**config.mk**
```make
export PLATFORM = sky130hd
export DESIGN_NAME = vga_vram_arbiter
export DESIGN_NICKNAME = d
export VERILOG_FILES = /design/src/rtl/vga_text_pkg.sv /design/src/rtl/vga_vram_arbiter.sv
export SDC_FILE = /design/constraint.sdc
export NUM_CORES = 1
export LEC_CHECK = 0
export ABC_AREA = 1
export CAP_MARGIN = 20
export CORE_UTILIZATION = 31
export CTS_BUF_LIST = sky130_fd_sc_hd__clkbuf_8 sky130_fd_sc_hd__clkbuf_16
export DETAILED_ROUTE_END_ITERATION = 10
export GPL_ROUTABILITY_DRIVEN = 1
export HOLD_SLACK_MARGIN = 0.02
export PLACE_DENSITY = 0.77
export REMOVE_ABC_BUFFERS = 1
export SYNTH_ARGS = -nofsm -noshare
export SYNTH_HDL_FRONTEND = slang
export SYNTH_SLANG_ARGS = --single-unit
```
**constraint.sdc**
```tcl
create_clock -name CLK -period 1.5 [get_ports CLK]
set_clock_uncertainty 0.15 [all_clocks]
set_input_delay 0.3 -clock CLK [delete_from_list [all_inputs] [get_ports CLK]]
set_output_delay 0.3 -clock CLK [all_outputs]
set_load 0.02 [all_outputs]
```
**src/rtl/vga_text_pkg.sv**
```systemverilog
// Shared constants and CPU-side FSM encoding for the text-mode VRAM arbiter.
package vga_text_pkg;
    localparam int VRAM_DEPTH  = 1200;
    localparam int VRAM_ADDR_W = 11;

    typedef enum logic [1:0] {
        C_IDLE = 2'd0,
        C_RD   = 2'd1,
        C_ACK  = 2'd2
    } cpu_state_t;
endpackage

```
**src/rtl/vga_vram_arbiter.sv**
```systemverilog
// Purpose: share one single-port text VRAM between Avalon CPU accesses and display fetches.
// Latency: display 1 cycle after grant (grant <=2 cycles after pend); CPU write 2 / read 3 cycles minimum.
// Backpressure: AVL_WAITREQUEST stalls the CPU; display is never stalled, an unserved fetch is overwritten (sticky overrun).
module vga_vram_arbiter
    import vga_text_pkg::*;
#(
    parameter int DEPTH        = VRAM_DEPTH,
    parameter int ADDR_W       = VRAM_ADDR_W,
    parameter int DATA_W       = 32,
    parameter int STARVE_LIMIT = 8
) (
    input  logic              CLK,
    input  logic              RESET,
    input  logic              AVL_CS,
    input  logic              AVL_READ,
    input  logic              AVL_WRITE,
    input  logic [ADDR_W-1:0] AVL_ADDR,
    input  logic [3:0]        AVL_BYTE_EN,
    input  logic [DATA_W-1:0] AVL_WRITEDATA,
    output logic [DATA_W-1:0] AVL_READDATA,
    output logic              AVL_WAITREQUEST,
    input  logic              DISP_REQ,
    input  logic [ADDR_W-1:0] DISP_ADDR,
    output logic [DATA_W-1:0] DISP_RDATA,
    output logic              DISP_RVALID,
    output logic              DISP_OVERRUN,
    output logic [ADDR_W-1:0] RAM_ADDR,
    output logic              RAM_WREN,
    output logic [3:0]        RAM_BYTEEN,
    output logic [DATA_W-1:0] RAM_WDATA,
    input  logic [DATA_W-1:0] RAM_Q
);
    localparam int               CNT_W      = $clog2(STARVE_LIMIT + 1);
    localparam logic [CNT_W-1:0] STARVE_MAX = CNT_W'(STARVE_LIMIT);
    localparam logic [ADDR_W:0]  DEPTH_LIM  = (ADDR_W + 1)'(DEPTH);

    cpu_state_t        state_q, state_d;
    logic              disp_pend_q, disp_pend_d;
    logic [ADDR_W-1:0] disp_addr_q, disp_addr_d;
    logic [CNT_W-1:0]  starve_cnt_q, starve_cnt_d;
    logic              overrun_q, overrun_d;
    logic              disp_rvalid_q, disp_rvalid_d;
    logic              disp_oob_q, disp_oob_d;
    logic              rd_oob_q, rd_oob_d;
    logic [DATA_W-1:0] rdata_q, rdata_d;

    logic cpu_req, cpu_gnt, disp_gnt, cpu_in_range, disp_in_range;

    always_comb begin
        cpu_req       = AVL_CS & (AVL_READ | AVL_WRITE);
        cpu_in_range  = {1'b0, AVL_ADDR} < DEPTH_LIM;
        disp_in_range = {1'b0, disp_addr_q} < DEPTH_LIM;
        // Display owns the port unless the CPU has starved long enough; nothing is granted while in reset.
        cpu_gnt  = !RESET && (state_q == C_IDLE) && cpu_req &&
                   (!disp_pend_q || (starve_cnt_q >= STARVE_MAX));
        disp_gnt = !RESET && disp_pend_q && !cpu_gnt;

        state_d      = state_q;
        rd_oob_d     = rd_oob_q;
        rdata_d      = rdata_q;
        starve_cnt_d = starve_cnt_q;
        case (state_q)
            C_IDLE: begin
                if (cpu_gnt) begin
                    state_d      = AVL_WRITE ? C_ACK : C_RD;
                    rd_oob_d     = !cpu_in_range;
                    starve_cnt_d = '0;
                end else if (cpu_req && (starve_cnt_q < STARVE_MAX)) begin
                    starve_cnt_d = starve_cnt_q + 1'b1;
                end
            end
            C_RD: begin
                rdata_d = rd_oob_q ? '0 : RAM_Q;
                state_d = C_ACK;
            end
            C_ACK:   state_d = C_IDLE;
            default: state_d = C_IDLE;
        endcase

        // A request landing on a served pending fetch simply re-arms; only an unserved one is lost.
        disp_pend_d   = DISP_REQ | (disp_pend_q & !disp_gnt);
        disp_addr_d   = DISP_REQ ? DISP_ADDR : disp_addr_q;
        overrun_d     = overrun_q | (DISP_REQ & disp_pend_q & !disp_gnt);
        disp_rvalid_d = disp_gnt;
        disp_oob_d    = !disp_in_range;

        RAM_ADDR   = '0;
        RAM_WREN   = 1'b0;
        RAM_BYTEEN = '0;
        RAM_WDATA  = '0;
        if (cpu_gnt) begin
            if (cpu_in_range) begin
                RAM_ADDR = AVL_ADDR;
                if (AVL_WRITE) begin
                    RAM_WREN   = 1'b1;
                    RAM_BYTEEN = AVL_BYTE_EN;
                    RAM_WDATA  = AVL_WRITEDATA;
                end
            end
        end else if (disp_gnt && disp_in_range) begin
            RAM_ADDR = disp_addr_q;
        end

        AVL_WAITREQUEST = cpu_req & (state_q != C_ACK);
        AVL_READDATA    = rdata_q;
        DISP_RVALID     = disp_rvalid_q & !RESET;
        DISP_RDATA      = (disp_rvalid_q && !disp_oob_q && !RESET) ? RAM_Q : '0;
        DISP_OVERRUN    = overrun_q;
    end

    always_ff @(posedge CLK) begin
        if (RESET) begin
            state_q       <= C_IDLE;
            disp_pend_q   <= 1'b0;
            disp_addr_q   <= '0;
            starve_cnt_q  <= '0;
            overrun_q     <= 1'b0;
            disp_rvalid_q <= 1'b0;
            disp_oob_q    <= 1'b0;
            rd_oob_q      <= 1'b0;
            rdata_q       <= '0;
        end else begin
            state_q       <= state_d;
            disp_pend_q   <= disp_pend_d;
            disp_addr_q   <= disp_addr_d;
            starve_cnt_q  <= starve_cnt_d;
            overrun_q     <= overrun_d;
            disp_rvalid_q <= disp_rvalid_d;
            disp_oob_q    <= disp_oob_d;
            rd_oob_q      <= rd_oob_d;
            rdata_q       <= rdata_d;
        end
    end
endmodule

```
* Word-level counts from Yosys, hierarchy flattened
Cells that the tools add are included.
** Operators by class
- $add $sub $neg :: 1
- Magnitude comparators :: 4
- Reductions and logical operators :: 21
- Multiplexer cells :: 19
- Eq/ne operators :: 3
- Bitwise operators :: 9
** Operators by type and width (count)
- 32-bit two-way mux :: 5
- 11-bit two-way mux :: 3
- 11-bit less-than comparator, second input constant :: 2
- 4-bit two-way mux :: 5
- 1-bit logical AND :: 9
- 1-bit zero test :: 7
- 1-bit bitwise AND :: 6
- 4-bit by 1-bit adder with 4-bit output, second input constant :: 1
- 4-bit >= comparator, second input constant :: 1
- 4-bit less-than comparator, second input constant :: 1
- 2-bit two-way mux :: 2
- 2-bit != test, second input constant :: 2
- 2-bit one-hot mux with 2 select lines :: 1
- 2-bit AND reduction :: 2
- 1-bit two-way mux :: 3
- 1-bit bitwise OR :: 3
- 2-bit by 1-bit == test with 1-bit output, second input constant :: 1
- 2-bit zero test :: 1
- 2-bit nonzero test :: 1
- 1-bit logical OR :: 1
** Word-level totals
- Flip-flop bits (word level) :: 54
- Word-level logic and storage cells :: 66

* Logic depth before layout (Yosys ltp)
Gate-level depths: netlist of the first run.
- Depth after elaboration :: 9
- Gate-level depth with buffers :: 9
- Mapped depth without buffers :: 8

* Least setup slack after synthesis of the first run
No wires, ideal clock.
- Kind :: input to output
- Start point :: input port RESET
- End point :: output port DISP_RDATA[10]
- Path buffers :: 2
- Required time :: 1.050 ns
- Setup slack :: -0.426 ns
- Stages :: 5
- Data arrival time :: 1.476 ns
- Cells stage by stage :: buf_2 nor2_1 nand2_1 clkbuf_1 nor2_1
** On the way
- Longest elaborated chain between the ends :: 3
** RTL lines
- start, declared :: RTL line vga_vram_arbiter.sv:13 : input logic RESET,
- 1-bit zero test :: RTL line vga_vram_arbiter.sv:107 : DISP_RDATA = (disp_rvalid_q && !disp_oob_q && !RESET) ? RAM_Q : '0;
- 1-bit logical AND :: RTL line vga_vram_arbiter.sv:107
- 32-bit two-way mux :: RTL line vga_vram_arbiter.sv:107
- end, declared :: RTL line vga_vram_arbiter.sv:24 : output logic [DATA_W-1:0] DISP_RDATA,
Every way passes these cells.

* Final worst setup path of the first run
- Start point :: register state_q[0]
- End point :: output port RAM_WDATA[31]
** On the way
- Longest elaborated chain between the ends :: 5
** RTL lines
- start, declared :: RTL line vga_vram_arbiter.sv:37 : cpu_state_t state_q, state_d;
- start signal, assigned :: RTL line vga_vram_arbiter.sv:123 : state_q <= state_d;
- 2-bit zero test :: RTL line vga_vram_arbiter.sv:54 : cpu_gnt = !RESET && (state_q == C_IDLE) && cpu_req &&
- 1-bit logical AND (3 in series) :: RTL line vga_vram_arbiter.sv:54
- 32-bit two-way mux :: RTL line vga_vram_arbiter.sv:91 : if (cpu_gnt) begin
- end, declared :: RTL line vga_vram_arbiter.sv:30 : output logic [DATA_W-1:0] RAM_WDATA,
Every way passes these cells.

==> results.sh, run 1 <==
export IMPL_worst_slew_pin_slew_ns=0.464
export IMPL_place_hpwl_mm=8.58
export IMPL_postPlaceCellArea_sq_mm=0.00553
export IMPL_drt_iter0_drc=219
export IMPL_dieArea_sq_mm=0.00973
export IMPL_violations="setup timing"
export IMPL_routed_via_density=5.33
export IMPL_setup_viol=81
export IMPL_yosys_register_bits=54
export IMPL_synthTopCellsByArea="dfxtp_1 37%, nand2_1 15%, nor2_1 8.7%, nand3_1 8.5%, a21oi_1 7.3%"
export IMPL_design_area_sq_mm=0.00700
export IMPL_hold_buffers=0
export IMPL_grt_use_total_pct=30.3
export IMPL_clk_path_buf_depth=2
export IMPL_fin_cells=861
export IMPL_arrival_ns=1.68
export IMPL_rows=34
export IMPL_maxCapViolCount=0
export IMPL_drcViolationCount=0
export IMPL_placed_cells=820
export IMPL_end_kind="output pin"
export IMPL_status="finished, violations left"
export IMPL_timing_rr_start="state_q[0]"
export IMPL_finalPower_mw=4.07
export IMPL_worstSkewPairLatency_ns=0.32
export IMPL_gp_congestion=0.892
export IMPL_first_pass_iters=5
export IMPL_synth_warnings=0
export IMPL_cts_sinks=54
export IMPL_yosysTopAreaCellShare_pct=37.4
export IMPL_setup_tns_ns=-37.72
export IMPL_cts_tree="yes"
export IMPL_max_freq_mhz=469
export IMPL_die_w_um=98.6
export IMPL_io_buffers=210
export IMPL_synthArstFlopShare_pct=0
export IMPL_cp_max_fo=4
export IMPL_grt_pass1_wl_mm=23.0
export IMPL_required_ns=1.05
export IMPL_grt_setup_unrepaired="yes"
export IMPL_min_period_ns=2.13
export IMPL_path_class="reg -> out"
export IMPL_cts_root_buf="clkbuf_8"
export IMPL_htreeDepth=2
export IMPL_p_leak_nw=3.18
export IMPL_nNetsFinal=850
export IMPL_grt_max_degree=40
export IMPL_core_sq_mm=0.00889
export IMPL_yosys_most_used_dff="dfxtp_1"
export IMPL_antenna_found_initial=0
export IMPL_yosysUniqueCellTypes=19
export IMPL_synth_edf_count=0
export IMPL_n_antenna_cell=0
export IMPL_min_from="RESET"
export IMPL_hold_viol=0
export IMPL_ir_worst_vdd_uv=521
export IMPL_netlist_area_sq_mm=0.00289
export IMPL_yosysTopAreaCell="dfxtp_1"
export IMPL_avgRoutedWirePerCell_um=19.5
export IMPL_die_h_um=98.6
export IMPL_powerDensity_mw_per_mm2=581
export IMPL_route_antenna_remaining_nets=0
export IMPL_synth_cells=471
export IMPL_yosysSeqAreaShare_pct=37.4
export IMPL_hp_class="in -> reg"
export IMPL_grt_pass1_vias=4617
export IMPL_period_share_pct=142
export IMPL_startpoint="state_q[0]"
export IMPL_layout_drive_gt1_share_pct=42.1
export IMPL_grt_overflow=0
export IMPL_vias=4585
export IMPL_report_final_slew_viol_count=0
export IMPL_critPathLaunchType="flop"
export IMPL_setup_slack_ns=-0.634
export IMPL_initial_utilization_pct=32.5
export IMPL_cts_clk_slew_worst_paths_ns=0.12
export IMPL_relSlewSlack_pct=69.0
export IMPL_synth_avg_cell_area_sq_um=6.14
export IMPL_cts_made_buffers=5
export IMPL_ios=211
export IMPL_area_growth_syn_to_layout_pct=142
export IMPL_wirelength_mm=16.8
-- cell type report --
cell class | count | area [sq um]
sequential | 54 | 1080
tap | 108 | 135
inverter | 54 | 210
timing repair buffer | 308 | 3250
clock inverter | 3 | 48.8
multi-input combinational | 329 | 2210
fill | 489 | 1890
clock buffer | 5 | 68.8
-- final timing paths --
| path | cells past startpoint | slack (ns) | end |
|---|---|---|---|
| max | 9 | -0.63 | RAM_WDATA[31] |
| min reg2reg | 2 | 0.32 | DISP_OVERRUN |
| max reg2reg | 10 | 0.01 | state_q[1] |
| min | 3 | 0.27 | disp_pend_q |
-- timing repair --
item	CTS	global route
endpoints found under the hold margin	0	0
pin swaps	38	17
buffers inserted	26	2
endpoints found under the setup margin	122	100
gates cloned	10	1
resized for setup	728	108
-- state kept, by name, indices dropped and copies added (netlist names) --
register and flops:
AVL_READDATA 32, disp_addr_q 11, starve_cnt_q 4, state_q 2
DISP_OVERRUN 1, disp_oob_q 1, disp_pend_q 1, disp_rvalid_q 1
rd_oob_q 1
-- routing by layer --
metal  global-route usage (%)  vias to the layer above  share of wire [%]
li1                         -                     2044                  -
met1                     29.3                     2132                 33
met2                     57.8                      300                 50
met3                     7.80                      109                9.0
met4                     17.7                        0                8.1
met5                        0                        -                  0
-- critical path, stage by stage, from the launching register on --
cell,delay [ns]
dfxtp_2,0.34
inv_2,0.05
nand2_2,0.05
nor2_4,0.10
nand3_4,0.11
buf_12,0.17
buf_12,0.14
buf_12,0.12
nor3_4,0.13
buf_6,0.14
-- Yosys cell counts (3+ instances only) --
master / instances
buf_1: 3
clkbuf_1: 13
inv_1: 52
o21ai_0: 13
dfxtp_1: 54
nor3_1: 36
nand3_1: 49
nor2_1: 67
a21oi_1: 42
buf_2: 17
nand2_1: 112
-- cell families after synthesis --
family          synth area share [%]
xor+xnor                       0.605
compound gates                  9.77
fa+ha+maj                      0.865
buf+inv                         12.3
flops                           37.4
simple gates                    39.1
-- placed cells by master (no fill, tap or decap), types with 6 or more instances in the layout --
master | Yosys | final
buf_6 | 0 | 89
nand2_1 | 112 | 88
clkdlybuf4s50_1 | 0 | 84
buf_4 | 1 | 70
dfxtp_1 | 54 | 51
inv_1 | 52 | 47
nand3_1 | 49 | 46
a21oi_1 | 42 | 39
nor2_4 | 0 | 38
nor2_1 | 67 | 29
dlygate4sd2_1 | 0 | 29
nor3_4 | 0 | 21
nand2_2 | 2 | 20
nor3_2 | 0 | 15
o21ai_0 | 13 | 12
buf_12 | 0 | 10
buf_16 | 0 | 8
clkdlybuf4s15_1 | 0 | 6
-- where the power goes --
group | leakage [nW] | total, mW | switching [mW] | internal, mW
sequential | 0.442 | 1.53 | 0.0352 | 1.49
clock | 0.0563 | 1.04 | 0.534 | 0.510
combinational | 2.69 | 1.49 | 0.763 | 0.729
total | 3.18 | 4.07 | 1.33 | 2.73
-- stage by stage --
step                util [%]  setup WS, ns  hold WS (ns)
detailed placement      62.2         -1.27         0.296
global route            78.7        -0.742         0.286
floorplan                  -        -0.785         0.219
CTS                     74.1        -0.609         0.277
global placement        62.2         -1.24         0.286
finish                  78.7        -0.634         0.275
Note: power is estimated with default switching activity, not from simulation.
==> inputs of run 2 (changes only) <==
SKIP_CTS_REPAIR_TIMING = 1   (was unset)
SLEW_MARGIN = 20   (was unset)
==> run 2 against run 1 <==
  * The flow still finishes with violations (setup timing)
  * Maximum frequency is 1.1% lower
  * Non-clock buffer count is 17 lower
  * Design area is 7.2% lower
  * Critical path depth is 2 lower
  * Total power is 6.0% lower
  * Via count is 7.9% lower
  * Clock power hardly changed
  * First-iteration DRC count is 44% lower
  * Final cell count is 1.7% lower
  * Wire length is 16% lower
  * Largest power group unchanged
  * Highest routed layer unchanged
==> results.sh, run 2 (synthesis gave the netlist of run 1 again) <==
export IMPL_critPathLaunchType="flop"
export IMPL_cts_sinks=54
export IMPL_antenna_found_initial=0
export IMPL_min_period_ns=2.16
export IMPL_grt_setup_unrepaired="yes"
export IMPL_cts_made_buffers=5
export IMPL_gp_congestion=0.892
export IMPL_final_cell_mix="110 x nand2_1, 86 x buf_4, 84 x clkdlybuf4s50_1, 51 x dfxtp_1, 49 x inv_1"
export IMPL_required_ns=1.05
export IMPL_placed_cells=820
export IMPL_layout_drive_gt1_share_pct=35.1
export IMPL_largest_reg_flops=32
export IMPL_max_freq_mhz=464
export IMPL_place_hpwl_mm=8.58
export IMPL_hold_viol=0
export IMPL_drcViolationCount=0
export IMPL_critPathSlowestCell="dfxtp_2"
export IMPL_area_growth_syn_to_layout_pct=124
export IMPL_period_share_pct=144
export IMPL_cp_max_fo=9
export IMPL_die_w_um=98.6
export IMPL_grt_use_total_pct=22.1
export IMPL_cpPeakStageDelay_ns=0.34
export IMPL_ios=211
export IMPL_clk_path_buf_depth=2
export IMPL_place_ws_ns=-1.27
export IMPL_cts_tree="yes"
export IMPL_htreeDepth=2
export IMPL_vias=4222
export IMPL_end_kind="output pin"
export IMPL_grt_max_degree=40
export IMPL_path_delay_family="simple AND/OR/NAND/NOR gates"
export IMPL_rrSetupSlack_ns=-0.06
export IMPL_hp_class="in -> reg"
export IMPL_die_h_um=98.6
export IMPL_worst_slew_pin_slew_ns=0.415
export IMPL_routed_via_density=4.99
export IMPL_worstSkewPairLatency_ns=0.31
export IMPL_design_area_sq_mm=0.00649
export IMPL_p_leak_nw=3.48
export IMPL_report_final_slew_viol_count=0
export IMPL_finalPower_mw=3.82
export IMPL_setup_viol=82
export IMPL_core_sq_mm=0.00889
export IMPL_ir_worst_vdd_uv=504
export IMPL_final_util_pct=73.0
export IMPL_wirelength_mm=14.0
export IMPL_grt_overflow=0
export IMPL_layout_commonest_cell="nand2_1"
export IMPL_first_pass_iters=5
export IMPL_arrival_ns=1.71
export IMPL_nNetsFinal=834
export IMPL_path_class="reg -> out"
export IMPL_dieArea_sq_mm=0.00973
export IMPL_drt_iter0_drc=123
export IMPL_powerDensity_mw_per_mm2=589
export IMPL_setup_tns_ns=-38.20
export IMPL_cts_clk_slew_worst_paths_ns=0.10
export IMPL_io_buffers=210
export IMPL_path_cells="inv_2 -> nand2_2 -> nor2_4 -> nand3_4 -> clkbuf_16 -> nor3_2 -> buf_4"
export IMPL_grt_pass1_wl_mm=17.4
export IMPL_postPlaceCellArea_sq_mm=0.00553
export IMPL_status="finished, violations left"
export IMPL_avgRoutedWirePerCell_um=16.6
export IMPL_maxCapViolCount=0
export IMPL_setup_slack_ns=-0.657
export IMPL_route_antenna_remaining_nets=0
export IMPL_fin_cells=846
export IMPL_initial_utilization_pct=32.5
export IMPL_violations="setup timing"
export IMPL_cp_buffers_inverters=3
export IMPL_relSlewSlack_pct=72.3
export IMPL_cts_root_buf="clkbuf_8"
export IMPL_grt_pass1_vias=3801
export IMPL_rows=34
export IMPL_whs_ns=0.293
## run 2: changes by cell type in the layout (fill, tap and decap cells not counted), moves of 6 or more
cell,before,now
buf_16,8,0
buf_4,70,86
buf_6,89,46
clkbuf_2,3,13
clkdlybuf4s15_1,6,0
dlygate4sd2_1,29,0
dlymetal6s2s_1,0,44
nand2_1,88,110
nand2_2,20,2
nor3_2,15,27
nor3_4,21,6
## run 2: worst min-delay path, cell delays in order
cell and delay [ns]:
dlymetal6s2s_1 0.16, buf_4 0.20, a21oi_1 0.05
## run 2: worst paths after layout
kind / end / depth (start not counted) / start
max: RAM_WDATA[29] / 7 / state_q[0]
min: DISP_OVERRUN / 3 / RESET
max reg2reg: state_q[1] / 9 / state_q[0]
min reg2reg: DISP_OVERRUN / 2 / DISP_OVERRUN
## run 2: cell type report
| class | count | area, sq um |
|---|---|---|
| Clock buffer | 5 | 68.8 |
| Inverter | 54 | 205 |
| Antenna cell | 1 | 2.50 |
| Clock inverter | 3 | 48.8 |
| Multi-Input combinational cell | 330 | 1970 |
| Tap cell | 108 | 135 |
| Fill cell | 625 | 2400 |
| Sequential cell | 54 | 1080 |
| Timing Repair Buffer | 291 | 2980 |
## run 2: where the power goes
part	internal (mW)	switching [mW]	total (mW)
Combinational	0.633	0.645	1.28
Clock	0.509	0.509	1.02
Sequential	1.49	0.0312	1.52
Total	2.64	1.19	3.82
## run 2: per-layer routing
layer	up-vias	track usage, %	share of wire [%]
met1	1958	23.5	36
met2	219	42.8	53
li1	2014	-	-
met3	31	5.67	7.8
met5	-	0	0
met4	0	5.97	3.0
==> inputs of run 3 (changes only) <==
PLACE_DENSITY = 0.86   (was 0.77)
SKIP_CTS_REPAIR_TIMING = unset   (was 1)
==> run 3 against run 2 <==
  * The run still ends with setup timing left
  * Clock power shrank 16%
  * Die area is the same
  * Global-route usage grew 7.1 points
  * Register-to-register slack gained 0.05 ns
  * Final cell count grew 3.5%
  * Utilization grew 8.6 points
  * Count of clock-buffer cells in the layout is the same
  * Sequential share of layout area shrank 1.8 points
  * First-iteration DRC count grew 100%
  * Sequential power is essentially flat
==> results.sh, run 3 (synthesis gave the netlist of run 1 again) <==
export IMPL_status="finished, violations left"
export IMPL_violations="setup timing"
export IMPL_cts_sinks=54
export IMPL_hp_class="reg -> reg"
export IMPL_routed_via_density=5.30
export IMPL_dieArea_sq_mm=0.00973
export IMPL_die_w_um=98.6
export IMPL_placed_cells=813
export IMPL_cp_max_fo=6
export IMPL_largest_reg_flops=32
export IMPL_hold_viol=0
export IMPL_rrSetupSlack_ns=-0.01
export IMPL_avgRoutedWirePerCell_um=19.5
export IMPL_grt_use_total_pct=29.2
export IMPL_route_antenna_remaining_nets=0
export IMPL_worstSkewPairLatency_ns=0.31
export IMPL_grt_pass1_vias=4365
export IMPL_cts_tree="yes"
export IMPL_maxCapViolCount=0
export IMPL_grt_max_degree=40
export IMPL_initial_utilization_pct=32.5
export IMPL_antenna_found_initial=0
export IMPL_grt_pass1_wl_mm=22.3
export IMPL_end_kind="output pin"
export IMPL_p_leak_nw=3.31
export IMPL_clk_path_buf_depth=2
export IMPL_timing_rr_start="state_q[0]"
export IMPL_io_buffers=210
export IMPL_arrival_ns=1.74
export IMPL_worst_slew_pin_slew_ns=0.464
export IMPL_place_ws_ns=-1.23
export IMPL_max_freq_mhz=457
export IMPL_cts_made_buffers=5
export IMPL_report_final_slew_viol_count=0
export IMPL_grt_overflow=0
export IMPL_drcViolationCount=0
export IMPL_n_antenna_cell=0
export IMPL_wirelength_mm=17.1
export IMPL_vias=4644
export IMPL_hold_buffers=0
export IMPL_relSlewSlack_pct=69.1
export IMPL_layout_commonest_cell="buf_6"
export IMPL_path_class="reg -> out"
export IMPL_die_h_um=98.6
export IMPL_critPathLaunchType="flop"
export IMPL_final_cell_mix="106 x buf_6, 101 x nand2_1, 84 x clkdlybuf4s50_1, 59 x buf_4, 50 x dfxtp_1"
export IMPL_startpoint="state_q[0]"
export IMPL_nNetsFinal=865
export IMPL_fin_cells=876
export IMPL_min_from="DISP_OVERRUN"
export IMPL_rows=34
export IMPL_gp_congestion=0.875
export IMPL_ios=211
export IMPL_area_growth_syn_to_layout_pct=151
export IMPL_powerDensity_mw_per_mm2=545
export IMPL_min_period_ns=2.19
export IMPL_fillCellCount=480
export IMPL_setup_slack_ns=-0.688
export IMPL_ir_worst_vdd_uv=476
export IMPL_cts_root_buf="clkbuf_8"
export IMPL_drt_iter0_drc=250
export IMPL_layout_drive_gt1_share_pct=43.0
export IMPL_cts_clk_slew_worst_paths_ns=0.12
export IMPL_core_sq_mm=0.00889
export IMPL_place_hpwl_mm=8.39
export IMPL_setup_viol=82
export IMPL_htreeDepth=2
export IMPL_first_pass_iters=5
export IMPL_period_share_pct=146
export IMPL_required_ns=1.05
export IMPL_grt_setup_unrepaired="yes"
==> run 3: metal layers <==
layer	GRT usage, %	vias up	share of wire (%)
met5	0	-	0
met4	10.2	0	5.8
met3	5.32	74	9.2
met2	58.3	338	51
met1	30.2	2162	34
li1	-	2070	-
==> run 3: cell type report <==
class,count,area [sq um],share of cell area (%)
timing repair buffer,322,3430,47.3
multi-input combinational,329,2290,31.6
sequential,54,1090,15.0
inverter,54,213,2.93
tap,108,135,1.86
clock buffer,5,68.8,0.948
clock inverter,3,23.8,0.327
timing repair inverter,1,7.51,0.103
==> run 3: per-stage QoR <==
step	hold WS (ns)	setup TNS, ns	instance area [sq um]	power [mW]	util, %
floorplan	0.219	-67.37	2740	1.91	-
global placement	0.294	-98.91	5470	2.56	61.6
detailed placement	0.290	-98.47	5470	2.58	61.6
CTS	0.303	-39.99	6670	3.74	75.0
global route	0.327	-46.93	7260	4.11	81.7
finish	0.305	-40.83	7260	3.96	81.7
==> run 3: final timing paths <==
kind / end / cells after the start
setup / recovery: RAM_ADDR[10] / 12
setup reg to reg: disp_pend_q / 10
hold / removal: DISP_OVERRUN / 2
hold reg to reg: DISP_OVERRUN / 2
==> run 3: timing repair <==
action | 4_1_cts | 5_1_grt
setup endpoints to repair | 122 | 95
pin swaps | 35 | 39
buffers inserted | 43 | 13
cloned | 10 | 2
hold endpoints to repair | 0 | 0
gates resized for setup | 694 | 146
==> run 3: critical path, stage by stage (launching register included) <==
cell and delay [ns]:
dfxtp_2 0.33, inv_2 0.05, nand2_2 0.05, nor2_4 0.11, nand3_4 0.14, buf_6 0.17, nand2_8 0.07, buf_12 0.11
inv_8 0.03, buf_6 0.10, nand3_2 0.07, nand2_2 0.06, buf_6 0.13
==> run 3: power by group <==
part	internal, mW	switching (mW)	total [mW]	leakage [nW]
Clock	0.336	0.520	0.856	0.0408
Combinational	0.771	0.802	1.57	2.82
Sequential	1.49	0.0360	1.53	0.442
Total	2.60	1.36	3.96	3.31
